<file path="src/rtl/display_pkg.sv">
// Shared constants for the multiplexed display scanner: status codes,
// active-low segment patterns ({g,f,e,d,c,b,a}) and the BCD segment table.
package display_pkg;

  localparam logic [1:0] ST_OFF   = 2'b00;
  localparam logic [1:0] ST_ON    = 2'b01;
  localparam logic [1:0] ST_BLINK = 2'b10;
  localparam logic [1:0] ST_DP    = 2'b11;

  localparam logic [6:0] SEG_BLANK = 7'h7F;
  localparam logic [6:0] SEG_DASH  = 7'b0111111;

  localparam logic [6:0] BCD_SEG_TABLE [10] = '{
    7'h40, 7'h79, 7'h24, 7'h30, 7'h19,
    7'h12, 7'h02, 7'h78, 7'h00, 7'h10
  };

endpackage

</file>
<file path="src/rtl/modulo_decodificador_bcd_7seg.sv">
// Combinational BCD to active-low 7-segment decoder; codes 10..15 show a dash.
module modulo_decodificador_bcd_7seg
  import display_pkg::*;
(
  input  logic [3:0] bcd,
  output logic [6:0] seg
);

  always_comb begin
    seg = SEG_DASH;
    for (int i = 0; i < 10; i++) begin
      if (bcd == 4'(i)) seg = BCD_SEG_TABLE[i];
    end
  end

endmodule

</file>
<file path="src/rtl/modulo_varredura_display_ac.sv">
// Multiplexed display scanner with inter-column blanking and frame-synchronous capture.
// Optional blink timing is built only when SCAN_BLINK_EN is defined.
module modulo_varredura_display_ac
  import display_pkg::*;
#(
  parameter int N_DIG        = 4,
  parameter int DIV          = 50000,
  parameter int BLANK        = 2,
  parameter int BLINK_FRAMES = 64
) (
  input  logic                 CLK,
  input  logic                 RST_N,
  input  logic                 EN,
  input  logic [4*N_DIG-1:0]   DIGITS,
  input  logic [2*N_DIG-1:0]   STAT,
  output logic [N_DIG-1:0]     AC,
  output logic [6:0]           SEG,
  output logic                 DP,
  output logic                 FRAME_DONE
);

  localparam int SW = $clog2(DIV);
  localparam int KW = (N_DIG > 1) ? $clog2(N_DIG) : 1;

  if (N_DIG < 1 || N_DIG > 8 || BLANK < 0 || DIV < BLANK + 2 || BLINK_FRAMES < 1) begin : g_bad_param
    $error("modulo_varredura_display_ac: illegal parameter combination");
  end

  logic [SW-1:0]        s_q, s_d;
  logic [KW-1:0]        k_q, k_d;
  logic                 primed_q, primed_d;
  logic [4*N_DIG-1:0]   snap_dig_q, snap_dig_d;
  logic [2*N_DIG-1:0]   snap_st_q, snap_st_d;
  logic [N_DIG-1:0]     ac_q, ac_d;
  logic [6:0]           seg_q, seg_d;
  logic                 dp_q, dp_d;
  logic                 fd_q, fd_d;

  logic                 slot_end, frame_end, blink_off, visible;
  logic [4*N_DIG-1:0]   eff_dig;
  logic [2*N_DIG-1:0]   eff_st;
  logic [3:0]           cur_dig;
  logic [1:0]           cur_st;
  logic [6:0]           dec_seg;

  assign slot_end  = (s_q == SW'(DIV - 1));
  assign frame_end = slot_end && (k_q == KW'(N_DIG - 1));

  // The very first enabled cycle shows the live inputs, since they are being captured then.
  assign eff_dig = primed_q ? snap_dig_q : DIGITS;
  assign eff_st  = primed_q ? snap_st_q  : STAT;

  always_comb begin
    s_d        = s_q;
    k_d        = k_q;
    primed_d   = primed_q;
    snap_dig_d = snap_dig_q;
    snap_st_d  = snap_st_q;
    if (EN) begin
      primed_d = 1'b1;
      if (!primed_q || frame_end) begin
        snap_dig_d = DIGITS;
        snap_st_d  = STAT;
      end
      if (slot_end) begin
        s_d = '0;
        k_d = frame_end ? '0 : k_q + 1'b1;
      end else begin
        s_d = s_q + 1'b1;
      end
    end
  end

  always_comb begin
    cur_dig = eff_dig[3:0];
    cur_st  = eff_st[1:0];
    for (int i = 0; i < N_DIG; i++) begin
      if (k_q == KW'(i)) begin
        cur_dig = eff_dig[4*i +: 4];
        cur_st  = eff_st[2*i +: 2];
      end
    end
  end

  modulo_decodificador_bcd_7seg u_dec (
    .bcd (cur_dig),
    .seg (dec_seg)
  );

`ifdef SCAN_BLINK_EN
  localparam int BW = (BLINK_FRAMES > 1) ? $clog2(BLINK_FRAMES) : 1;
  logic [BW-1:0] bcnt_q, bcnt_d;
  logic          phase_q, phase_d;

  always_comb begin
    bcnt_d  = bcnt_q;
    phase_d = phase_q;
    if (EN && frame_end) begin
      if (bcnt_q == BW'(BLINK_FRAMES - 1)) begin
        bcnt_d  = '0;
        phase_d = ~phase_q;
      end else begin
        bcnt_d = bcnt_q + 1'b1;
      end
    end
  end

  always_ff @(posedge CLK or negedge RST_N) begin
    if (!RST_N) begin
      bcnt_q  <= '0;
      phase_q <= 1'b0;
    end else begin
      bcnt_q  <= bcnt_d;
      phase_q <= phase_d;
    end
  end

  assign blink_off = phase_q;
`else
  assign blink_off = 1'b0;
`endif

  // Status OFF still pulls the column low so every slot has identical timing.
  always_comb begin
    visible = (cur_st != ST_OFF) && !((cur_st == ST_BLINK) && blink_off);
    ac_d    = '1;
    seg_d   = SEG_BLANK;
    dp_d    = 1'b1;
    fd_d    = 1'b0;
    if (EN) begin
      fd_d = frame_end;
      if (int'(s_q) >= BLANK) begin
        for (int i = 0; i < N_DIG; i++) begin
          if (k_q == KW'(i)) ac_d[i] = 1'b0;
        end
        if (visible) seg_d = dec_seg;
        dp_d = (cur_st != ST_DP);
      end
    end
  end

  always_ff @(posedge CLK or negedge RST_N) begin
    if (!RST_N) begin
      s_q        <= '0;
      k_q        <= '0;
      primed_q   <= 1'b0;
      snap_dig_q <= '0;
      snap_st_q  <= '0;
      ac_q       <= '1;
      seg_q      <= SEG_BLANK;
      dp_q       <= 1'b1;
      fd_q       <= 1'b0;
    end else begin
      s_q        <= s_d;
      k_q        <= k_d;
      primed_q   <= primed_d;
      snap_dig_q <= snap_dig_d;
      snap_st_q  <= snap_st_d;
      ac_q       <= ac_d;
      seg_q      <= seg_d;
      dp_q       <= dp_d;
      fd_q       <= fd_d;
    end
  end

  assign AC         = ac_q;
  assign SEG        = seg_q;
  assign DP         = dp_q;
  assign FRAME_DONE = fd_q;

endmodule

</file>
<file path="config.mk">
export PLATFORM = sky130hd
export DESIGN_NAME = modulo_varredura_display_ac
export DESIGN_NICKNAME = d
export VERILOG_FILES = /design/src/rtl/display_pkg.sv /design/src/rtl/modulo_decodificador_bcd_7seg.sv /design/src/rtl/modulo_varredura_display_ac.sv
export SDC_FILE = /design/constraint.sdc
export NUM_CORES = 1
export LEC_CHECK = 0
export CELL_PAD_IN_SITES_DETAIL_PLACEMENT = 2
export CELL_PAD_IN_SITES_GLOBAL_PLACEMENT = 2
export CORE_MARGIN = 3
export CORE_UTILIZATION = 39
export DETAILED_ROUTE_END_ITERATION = 16
export PLACE_DENSITY = 0.84
export SLEW_MARGIN = 20
export SYNTH_ARGS = -nofsm -noshare
export SYNTH_HDL_FRONTEND = slang
export SYNTH_SLANG_ARGS = --single-unit
</file>
<file path="constraint.sdc">
create_clock -name CLK -period 4.46 [get_ports CLK]
set_clock_uncertainty 0.2 [all_clocks]
set_input_delay 1.338 -clock CLK [delete_from_list [all_inputs] [get_ports CLK]]
set_output_delay 1.338 -clock CLK [all_outputs]
set_load 0.02 [all_outputs]
</file>
**Word level (Yosys, flattened, before mapping)**

Index checks and enable logic that the tools add are counted.

- Add/sub/neg operators: 2
- Magnitude comparators: 1
- Eq/ne operators: 14
- Multiplexer cells: 32
- Reduce and logical (&&, ||, !) cells: 8

Operators by type and width:

| kind | count |
|---|---|
| two-way mux 7 bit | 13 |
| two-way mux 16 bit | 2 |
| two-way mux 4 bit | 5 |
| adder 16 x 1 -> 16 bit (second input constant) | 1 |
| equality test 16 bit (second input constant) | 1 |
| equality test 4 x 3 -> 1 bit (second input constant) | 4 |
| >= comparator 16 x 2 -> 1 bit (second input constant) | 1 |
| equality test 4 x 2 -> 1 bit (second input constant) | 2 |
| equality test 4 bit (second input constant) | 2 |
| two-way mux 2 bit | 4 |
| two-way mux 8 bit | 1 |
| two-way mux 1 bit | 7 |
| equality test 2 bit (second input constant) | 2 |
| equality test 4 x 1 -> 1 bit (second input constant) | 1 |
| zero test 4 bit | 1 |
| AND reduction 2 bit | 2 |
| adder 2 x 1 -> 2 bit (second input constant) | 1 |
| equality test 2 x 1 -> 1 bit (second input constant) | 1 |
| zero test 2 bit | 1 |
| != test 2 bit (second input constant) | 1 |
| nonzero test 2 bit | 1 |
| logical AND 1 bit | 1 |
| zero test 1 bit | 1 |
| logical OR 1 bit | 1 |

- Bits in registers: 56
- Input bits: 27
- Output and inout port bits: 13
- Word-level logic and storage cells: 66

**Logic depth before layout (Yosys ltp)**

- Depth in word-level cells: 18
- Mapped depth: 10
- Depth with buffers taken out: 8

**Cells and area by module**

From an unflattened synthesis, not the netlist that was laid out.

- Cells, all modules: 247
- Area, all modules: 2949.1 sq um

Modules (own cells, without submodules):

| module | times used | cells each | area each (sq um) | sequential area each (sq um) |
|---|---|---|---|---|
| modulo_varredura_display_ac | 1 | 226 | 2819.0 | 1416.4 |
| modulo_decodificador_bcd_7seg | 1 | 21 | 130.1 | 0.0 |

**Worst setup path after synthesis**

OpenSTA, ideal clock, no wires.

- Path kind: in2reg
- From: in DIGITS[5]
- To: reg seg_q[0], in the netlist SEG[0]
- Library setup time: 0.092 ns
- Arrival: 2.543 ns
- Data required time: 4.168 ns
- Path slack: 1.625 ns
- Stages: 7
- Path buffers: 1
- Cells stage by stage: mux4_2 nand2_1 o211ai_1 buf_2 mux2_2 o22ai_1 nand2_1

- Cells in the longest elaborated chain, start to end: 18
- Elaborated cells between the ends (all ways): 27
- Classes of those cells: 9 x eq/ne; 17 x mux; 1 x reduce/logical

Ends and longest elaborated chain:

| what | line | text |
|---|---|---|
| from (decl) | modulo_varredura_display_ac.sv:14 | `input logic [4*N_DIG-1:0] DIGITS,` |
| two-way mux 16 bit * | modulo_varredura_display_ac.sv:50 | `assign eff_dig = primed_q ? snap_dig_q : DIGITS;` |
| two-way mux 4 bit * (3 in series) | modulo_varredura_display_ac.sv:78 | `if (k_q == KW'(i)) begin` |
| zero test 4 bit | modulo_decodificador_bcd_7seg.sv:12 | `if (bcd == 4'(i)) seg = BCD_SEG_TABLE[i];` |
| two-way mux 7 bit (9 in series) | modulo_decodificador_bcd_7seg.sv:12 |  |
| two-way mux 7 bit * | modulo_decodificador_bcd_7seg.sv:12 |  |
| two-way mux 7 bit * | modulo_varredura_display_ac.sv:136 | `if (visible) seg_d = dec_seg;` |
| two-way mux 7 bit * | modulo_varredura_display_ac.sv:132 | `if (int'(s_q) >= BLANK) begin` |
| two-way mux 7 bit * | modulo_varredura_display_ac.sv:130 | `if (EN) begin` |
| via seg_d[0] | modulo_varredura_display_ac.sv:35 | `logic [6:0] seg_q, seg_d;` |
| to (signal assigned) | modulo_varredura_display_ac.sv:160 | `seg_q <= seg_d;` |
| to (decl) | modulo_varredura_display_ac.sv:35 |  |

Mark *: on every way through the listed nets, which the timed path passes. The rest lies on a longest branch.
A chain may end at the register's enable or synchronous reset.

**Worst setup path in the final report**

- From: in EN
- To: reg snap_st_q[0]

- Cells in the longest elaborated chain, start to end: 1

Ends and longest elaborated chain:

| what | line | text |
|---|---|---|
| from (decl) | modulo_varredura_display_ac.sv:13 | `input logic EN,` |
| AND reduction 2 bit (no line) | - |  |
| to (signal assigned) | modulo_varredura_display_ac.sv:158 | `snap_st_q <= snap_st_d;` |
| to (decl) | modulo_varredura_display_ac.sv:33 | `logic [2*N_DIG-1:0] snap_st_q, snap_st_d;` |

No other way between the ends.

==> metrics.md <==
| Metric | Value |
|---|---|
| Utilization after layout | 49.3% |
| Leakage dissipation | roughly 1.5 nW |
| Sequential fraction of design power | 51.3% |
| Kind of end point of the critical path | register |
| Global-route wire length before repair | about 12 mm |
| Gate power share | a little over a fifth |
| Routed vias/inst | 5.32 |
| I/O pin count | 40 |
| Fraction of post-synthesis cell area in the top cell type by area | about two fifths |
| Number of enable flip-flop cells after synthesis | 0 |
| Final count of pins violating max slew | 0 |
| Clock latency reported for the late side of the worst-skew pair | between 0.3 and 0.4 ns |
| Fraction of power spent switching nets | between 20 and 30% |
| X dimension of the die | approximately 92 microns |
| Setup slack after layout | about 0.9 ns |
| Largest net degree at the start of global routing | 41 |
| Fraction of power consumed by the clock network | a little over a quarter |
| Run status | finished clean |
| Share of the clock period used by the worst path after layout | roughly four fifths |
| Post-Place Setup Slack | about 0.57 ns |
| Post-synthesis net count | approximately 280 |
| Number of library cell types mapped by synthesis | 38 |
| Vias | between 2,000 and 2,500 |
| Final wirelength | between 7 and 8 mm |
| Setup repair after global routing missed its margin | no |
| Port bufs | 39 |
| Transition time at the pin with the least slew margin | between 1 and 1.5 ns |
| Commonest non-fill, non-tap cells in the layout | 44 x sky130_fd_sc_hd__dfrtp_1, 38 x sky130_fd_sc_hd__clkdlybuf4s50_1, 23 x sky130_fd_sc_hd__nor2_1 |
| Largest cells by area after synthesis | sky130_fd_sc_hd__dfrtp_1 38%, sky130_fd_sc_hd__dfstp_2 11%, sky130_fd_sc_hd__mux2_4 10% |
| Final setup violating endpoints | 0 |
| Post-CTS Setup Inserts | 0 |
| Count of instances resized after the clock tree is built | 0 |
| Cells after Synth | around 240 |
| Post-synth top flop | sky130_fd_sc_hd__dfrtp_1 |
| Vias in the first global route | about 2,300 |
| Cell internal power dissipation | ~880 uW |
| Placed cell area | 3340 sq um |
| DR DRC count | 0 |
| Share of async-settable or async-resettable flops after synthesis | 100% |
| Final RePlAce weighted congestion | 0.749 |
| Arrival @ worst endpoint | roughly 3.6 ns |
| Synth-to-Final Area Change | 19.0% |
| Synthesis-stage register bit count | 56 |
| Max-cap check violation count | 0 |
| Total Die Area | between 8000 and 9000 sq um |
| Die outline height | between 90 and 100 microns |
| Part of the Yosys area used for sequential elements | 49.0% |
| Number of sinks driven by the clock tree | 56 |
| Number of hold buffers added after cts | 0 |
| Category of the critical setup timing path | primary input to register |
| Final hold violations | 0 |
| Finished Cell Area | around 3400 sq um |
| Number of CTS-inserted buffers | 5 |
| Post-route antenna net violation count | 0 |
| Category of the worst setup path launch point | primary input |
| Effective utilization at floorplan | about two fifths |
| Type of the most critical hold path | register to register |
| Total number of yosys warnings | 0 |
| Data required, critical path | about 4.5 ns |
| Tot GR Track Use | a little under a fifth |
| Largest area contributor in the netlist | sky130_fd_sc_hd__dfrtp_1 |
| Mean routed wirelength per cell | approximately 19 microns |
| Placeable Area | 6980 sq um |
| Peak clock frequency supported by timing | 281 MHz |
| Final Instance Count excl. Fillers | 377 |
| Number of antenna violations at the first check in global routing | 0 |
| Maximum fanout along the worst path | 24 |
| Minimum clock period after layout | between 3 and 4 ns |
| Clock tree from TritonCTS | done |
| Worst max-slew margin expressed relative to the limit | a little over a quarter |
| Worst-case clock buffer depth | 2 |
| Total Nets Final | ~310 |
| Initial DRC Count | 66 |
| Net Sw Power | about 350 uW |
| Std-Cell Rows | 30 |
| Number of detailed-routing iterations run before antenna repair | 4 |
| Clock slew seen by the registers of the worst setup and hold paths | 0.10 ns |
| Post-synthesis instance area | approximately 2900 sq um |
| Share of layout cells above drive strength 1 | 21.7% |
| Instance count after placement with tap cells included | about 370 |
| Ant. Diodes | 0 |
| Clock root buffer | sky130_fd_sc_hd__clkbuf_8 |
| Final TNS setup | 0 ns |
| Grt total ovfl | 0 |
| Total power per unit cell area | about 360 nW/um^2 |
| DP HPWL | 5.14 mm |
| Maximum level of the CTS H-tree | 2 |
| Worst IR Drop VDD | roughly 0.00021 V |
| Most common cell after layout, fill and taps aside | sky130_fd_sc_hd__dfrtp_1 |
| Syn avg cell area | ~12 sq um |
[worst max-delay path, stage by stage]
cell,delay (ns)
sky130_fd_sc_hd__clkdlybuf4s50_1,0.57
sky130_fd_sc_hd__nand4_1,0.25
sky130_fd_sc_hd__nor2_4,0.12
sky130_fd_sc_hd__a21oi_4,0.86
sky130_fd_sc_hd__mux2_2,0.42
[metal layers]
layer,global-route usage (%),routed length [microns],vias up
met5,0,0,-
met4,4.08,67,0
met2,32.7,3630,34
met1,23.3,3180,1038
li1,-,-,926
met3,3.28,218,7
[cell type report]
class,instances,area (sq um)
Fill cell,713,3540
Clock buffer,6,72.6
Multi-Input combinational cell,172,1380
Inverter,4,15.0
Clock inverter,2,35.0
Sequential cell,56,1420
Timing Repair Buffer,41,400
Tap cell,96,120
[state kept, by name (all words and copies together), names as in the netlist]
signal	cells
k_q	2
snap_st_q	8
FRAME_DONE	1
s_q	16
SEG	7
AC	4
snap_dig_q	16
primed_q	1
DP	1
[synthesized netlist by cell type (all sizes together) (5+ instances only)]
master	instances
xor2	7
buf	10
o21ai	11
a21oi	5
ha	6
mux4	6
nand3	10
mux2	28
mux2i	7
dfrtp	44
nor2	24
dfstp	12
nand2b	5
nand2	22
o211ai	9
xnor2	6
[power by group through the flow]
stage          combinational [mW]  clock [mW]  sequential [mW]
2_1_floorplan               0.154           0            0.644
3_3_place_gp                0.253           0            0.639
3_5_place_dp                0.267           0            0.644
4_1_cts                     0.272       0.347            0.635
5_1_grt                     0.299       0.367            0.647
6_report                    0.266       0.336            0.635
[final timing paths]
kind	startpoint	slack [ns]	to	depth (start not counted)
worst min register to register	snap_st_q[3]$_DFFE_PN0P_	0.31	snap_st_q[3]$_DFFE_PN0P_	1
worst max-delay path	EN	0.90	snap_st_q[0]$_DFFE_PN0P_	5
min in group asynchronous	RST_N	0.72	snap_dig_q[10]$_DFFE_PN0P_	1
max in group asynchronous	RST_N	2.47	AC[2]$_DFF_PN1_	2
worst max register to register	k_q[0]$_DFFE_PN0P_	1.57	SEG[0]$_DFF_PN1_	6
worst min-delay path	snap_st_q[3]$_DFFE_PN0P_	0.31	snap_st_q[3]$_DFFE_PN0P_	1
[cells by family after synthesis]
group,share of synthesized area (%)
compound gates,7.01
fa+ha+maj,2.60
buf+inv,3.20
flops,49.0
xor+xnor,3.94
mux,20.6
simple gates,13.7
[through the flow]
step,hold WS (ns),power (mW)
final,0.312,1.24
after global routing,0.333,1.31
after CTS,0.316,1.25
after detailed placement,0.289,0.911
after global placement,0.284,0.893
after floorplan,0.257,0.798
(Power assumes the default switching activity.)
==> patch 1: new RTL, same settings <==
Add a define of `SCAN_BLINK_EN`.
--- a/src/rtl/modulo_varredura_display_ac.sv
+++ b/src/rtl/modulo_varredura_display_ac.sv
@@ -2,2 +2,4 @@
 // Optional blink timing is built only when SCAN_BLINK_EN is defined.
+`define SCAN_BLINK_EN
+
 module modulo_varredura_display_ac
Function: no difference found for any inputs over 10 cycles, from zero or initial values and one cycle with RST_N low; that may be too few to reach the edited logic, so the function may still have changed.
==> patch 1 against the unedited design <==
Register-to-register slack worse by 50 ps; first-iteration DRC count down 48%; routed wire length up 20%; sequential share of layout area down 0.38 points; sequential cell count up 7; clock power up 57%; critical path depth up 2; area after synthesis up 12%; combinational power down 8.6%; critical path type unchanged; utilization up 0.19 points; setup slack better by 240 ps; via count up 14%; cell area up 13%; power up 18%.
==> patch 1: results <==
[status]
status = "finished clean"

[cells_and_area]
finalNetCount = 350
drive_above_1_share_pct = 24.3
stdcell_count = 423
reg.largest.list = "s_q: 16 flops, snap_dig_q: 16 flops, snap_st_q: 8 flops"
regArea_mm2 = 0.00159
diodes = 0
nFillCells = 768

[placed_design]
dpl_cell_area_mm2 = 0.00370
dp_slack_ps = 812
numPortBuffers = 39
dpl.hpwl_um = 6020
place.gp.congestion = 0.735
place.detailed.instances = 407

[detailed_routing]
dr.first_iter.drc_count = 34
dr_total_vias = 2281
wl_met1_um = 3490
dr_wl_met3_um = 300
dr_wl_met2_um = 4590
wl_um = 8520

[critical_path]
cp.arrival_ps = 3370
critPathTopFamily = "compound AO/OA/AOI/OAI gates"
cp-startpoint = "DIGITS[3]"
r2r-start = "primed_q$_DFFE_PN0P_"
critPathMaxStageDelay_ps = 630
crit_fanout = 9
critPathSlowestCell = "a22oi_1"

[yosys]
async_flop_share_pct = 100
synth_compound_area_share_pct = 6.97
synthMuxAreaShare_pct = 19.9
synth_nets = 308
post_synth_num_cell_types = 45
synth.avg_cell_area_um2 = 11.8
yosys-top-cells-area = "dfrtp_1, dfstp_2, mux2_4, mux2_2, mux4_2"
synth_xor_area_share_pct = 4.61
synthAdderAreaFrac_pct = 2.71
synth_common_cells = "dfrtp_1, nand2_1, mux2_4"
ys_seq_area_share_pct = 49.3

[global_routing]
first_global_vias = 2693
grt_antenna_before_repair = 0
grtUsageMet1_pct = 22.7
grt_pass1_wl_um = 14500
grtUsageMet3_pct = 5.91
met2_usage_pct = 35.2
grt_max_degree = 35
grt.total_usage_pct = 19.7

[pwr]
intPower_uw = 1060
seq_power_uw = 688
power.switching_uw = 402
vdd_drop_max_uv = 181
clock_power_share_pct = 36.2
p_leak_uw = 0.00180

[cts]
numCtsBuffers = 9
clk_pin_slew_ps = 70
cts_root_buffer = "clkbuf_8"
h-tree-depth = 3
clock_latency_ps = 350

[sta]
slew_headroom_pct = 36.3

[worst_hold_path]
min-delay-start = "blink_off$_DFFE_PN0P_"
hp-class = "reg -> reg"
-- patch 1: cell count changes after synthesis, sizes merged, moves of 3 or more --
cell     before  now
a22oi         0    3
nor4          2    5
nand2        22   31
o21ai        11   18
o211ai        9    0
xnor2         6   12
mux2         28   33
dfrtp        44   51
nor2         24   17
o2111ai       0    3
-- patch 1: worst paths after layout --
kind	end	slack [ps]	depth (start not counted)
setup / recovery	SEG[5]$_DFF_PN1_	1140	7
max in group asynchronous	DP$_DFF_PN1_	2410	2
min in group asynchronous	snap_dig_q[10]$_DFFE_PN0P_	860	1
hold reg to reg	blink_off$_DFFE_PN0P_	280	1
setup reg to reg	SEG[2]$_DFF_PN1_	1520	6
hold / removal	blink_off$_DFFE_PN0P_	280	1
-- patch 1: final cells by class --
type	instances	share of cell area, %
multi-input cells	194	39.6
clock buffers	13	4.33
clock inverters	3	1.03
inverters	6	0.577
well taps	102	3.27
repair buffers	42	10.4
flip-flops and latches	63	40.8
==> patch 2: new RTL, same settings <==
Made on the original files. Register the output `AC` once more, cleared by the reset; this adds one clock of latency there. The other outputs are not delayed to match.
--- a/src/rtl/modulo_varredura_display_ac.sv
+++ b/src/rtl/modulo_varredura_display_ac.sv
@@ -165,3 +165,9 @@
 
-  assign AC         = ac_q;
+  always_ff @(posedge CLK or negedge RST_N) begin
+    if (!RST_N) begin
+      AC <= '0;
+    end else begin
+      AC <= ac_q;
+    end
+  end
   assign SEG        = seg_q;
Behaviour: not the same (a bounded check fails within 4 cycles, from zero or initial values and one cycle with RST_N low).
==> patch 2 against the unedited design <==
Routed wire length increased by 8.1%; sequential cell count grew 4; power grew 13%; die area is 5.1% higher; cell area grew 6.6%; via count is 5.0% higher; combinational power is 12% lower; critical path depth up 2; register-to-register slack lost 100 ps; global-route usage up 0.49 points; setup slack improved by 210 ps; utilization is 0.22 points higher; area after synthesis is 5.4% higher.
==> patch 2: results <==
[status]
status = "finished clean"

[yosys]
synth_common_cells = "dfrtp_1, nand2_1, mux2_4, nor2_1, dfstp_2"
post_synth_num_cell_types = 43
synth_compound_area_share_pct = 6.81
synth_nets = 278
synth_xor_area_share_pct = 3.73
synthCells = 245
yosys-top-cells-area = "dfrtp_1, dfstp_2, mux2_4, mux4_2, nand2_1"

[placed_design]
place.detailed.instances = 372
place.gp.congestion = 0.757

[detailed_routing]
viasPerCell = 5.43
dr.first_iter.drc_count = 83
wl_met1_um = 3420
dr_wl_met3_um = 181
wl_per_cell_um = 19.8

[cts]
clk_pin_slew_ps = 70
clock_latency_ps = 330
numCtsBuffers = 9
h-tree-depth = 3

[critical_path]
crit_fanout = 12
critPathTopFamily = "simple AND/OR/NAND/NOR gates"
critPathMaxStageDelay_ps = 740

[global_routing]
grtUsageMet1_pct = 24.5
met2_usage_pct = 31.2
grtUsageMet3_pct = 3.35
grt.total_usage_pct = 18.9

[worst_hold_path]
hold_depth = 0

[cells_and_area]
stdcell_count = 388
==> patch 2: cell count changes after synthesis, moves of 2 or more <==
cell,unedited run,this run
and4_1,0,6
nand3_1,10,4
o21ai_0,11,6
buf_6,2,6
dfrtp_1,44,48
buf_4,3,1
nor2_1,23,21
nor3_1,3,5
o211ai_1,8,6
o211ai_2,1,3
o21ai_1,0,2
==> patch 2: cell type report <==
| class | instances | share of cell area [%] |
|---|---|---|
| Clock buffer | 14 | 4.43 |
| Clock inverter | 2 | 0.955 |
| Inverter | 3 | 0.307 |
| Tap cell | 99 | 3.38 |
| Sequential cell | 60 | 41.3 |
| Timing Repair Buffer | 41 | 10.9 |
| Multi-Input combinational cell | 169 | 38.7 |
==> patch 2: per-stage QoR <==
stage | setup WS [ps] | utilization (%) | total power [µW]
2_1_floorplan | 1660 | - | 799
3_3_place_gp | 904 | 46.9 | 884
3_5_place_dp | 750 | 46.9 | 902
4_1_cts | 1110 | 49.5 | 1420
5_1_grt | 997 | 49.5 | 1470
6_report | 1110 | 49.5 | 1400
==> patch 2: final timing paths <==
| path | from | end | slack, ps |
|---|---|---|---|
| worst min-delay path | ac_q[1]$_DFF_PN1_ | AC[1]$_DFF_PN0_ | 190 |
| worst min register to register | ac_q[1]$_DFF_PN1_ | AC[1]$_DFF_PN0_ | 190 |
| worst max-delay path | EN | s_q[15]$_DFFE_PN0P_ | 1110 |
| min in group asynchronous | RST_N | k_q[0]$_DFFE_PN0P_ | 880 |
| max in group asynchronous | RST_N | SEG[6]$_DFF_PN1_ | 2290 |
| worst max register to register | k_q[0]$_DFFE_PN0P_ | SEG[0]$_DFF_PN1_ | 1470 |
==> patch 2: report_power, final <==
part,internal (µW),switching [µW]
registers,606,56.0
logic,121,112
clock network,289,213
total,1020,382
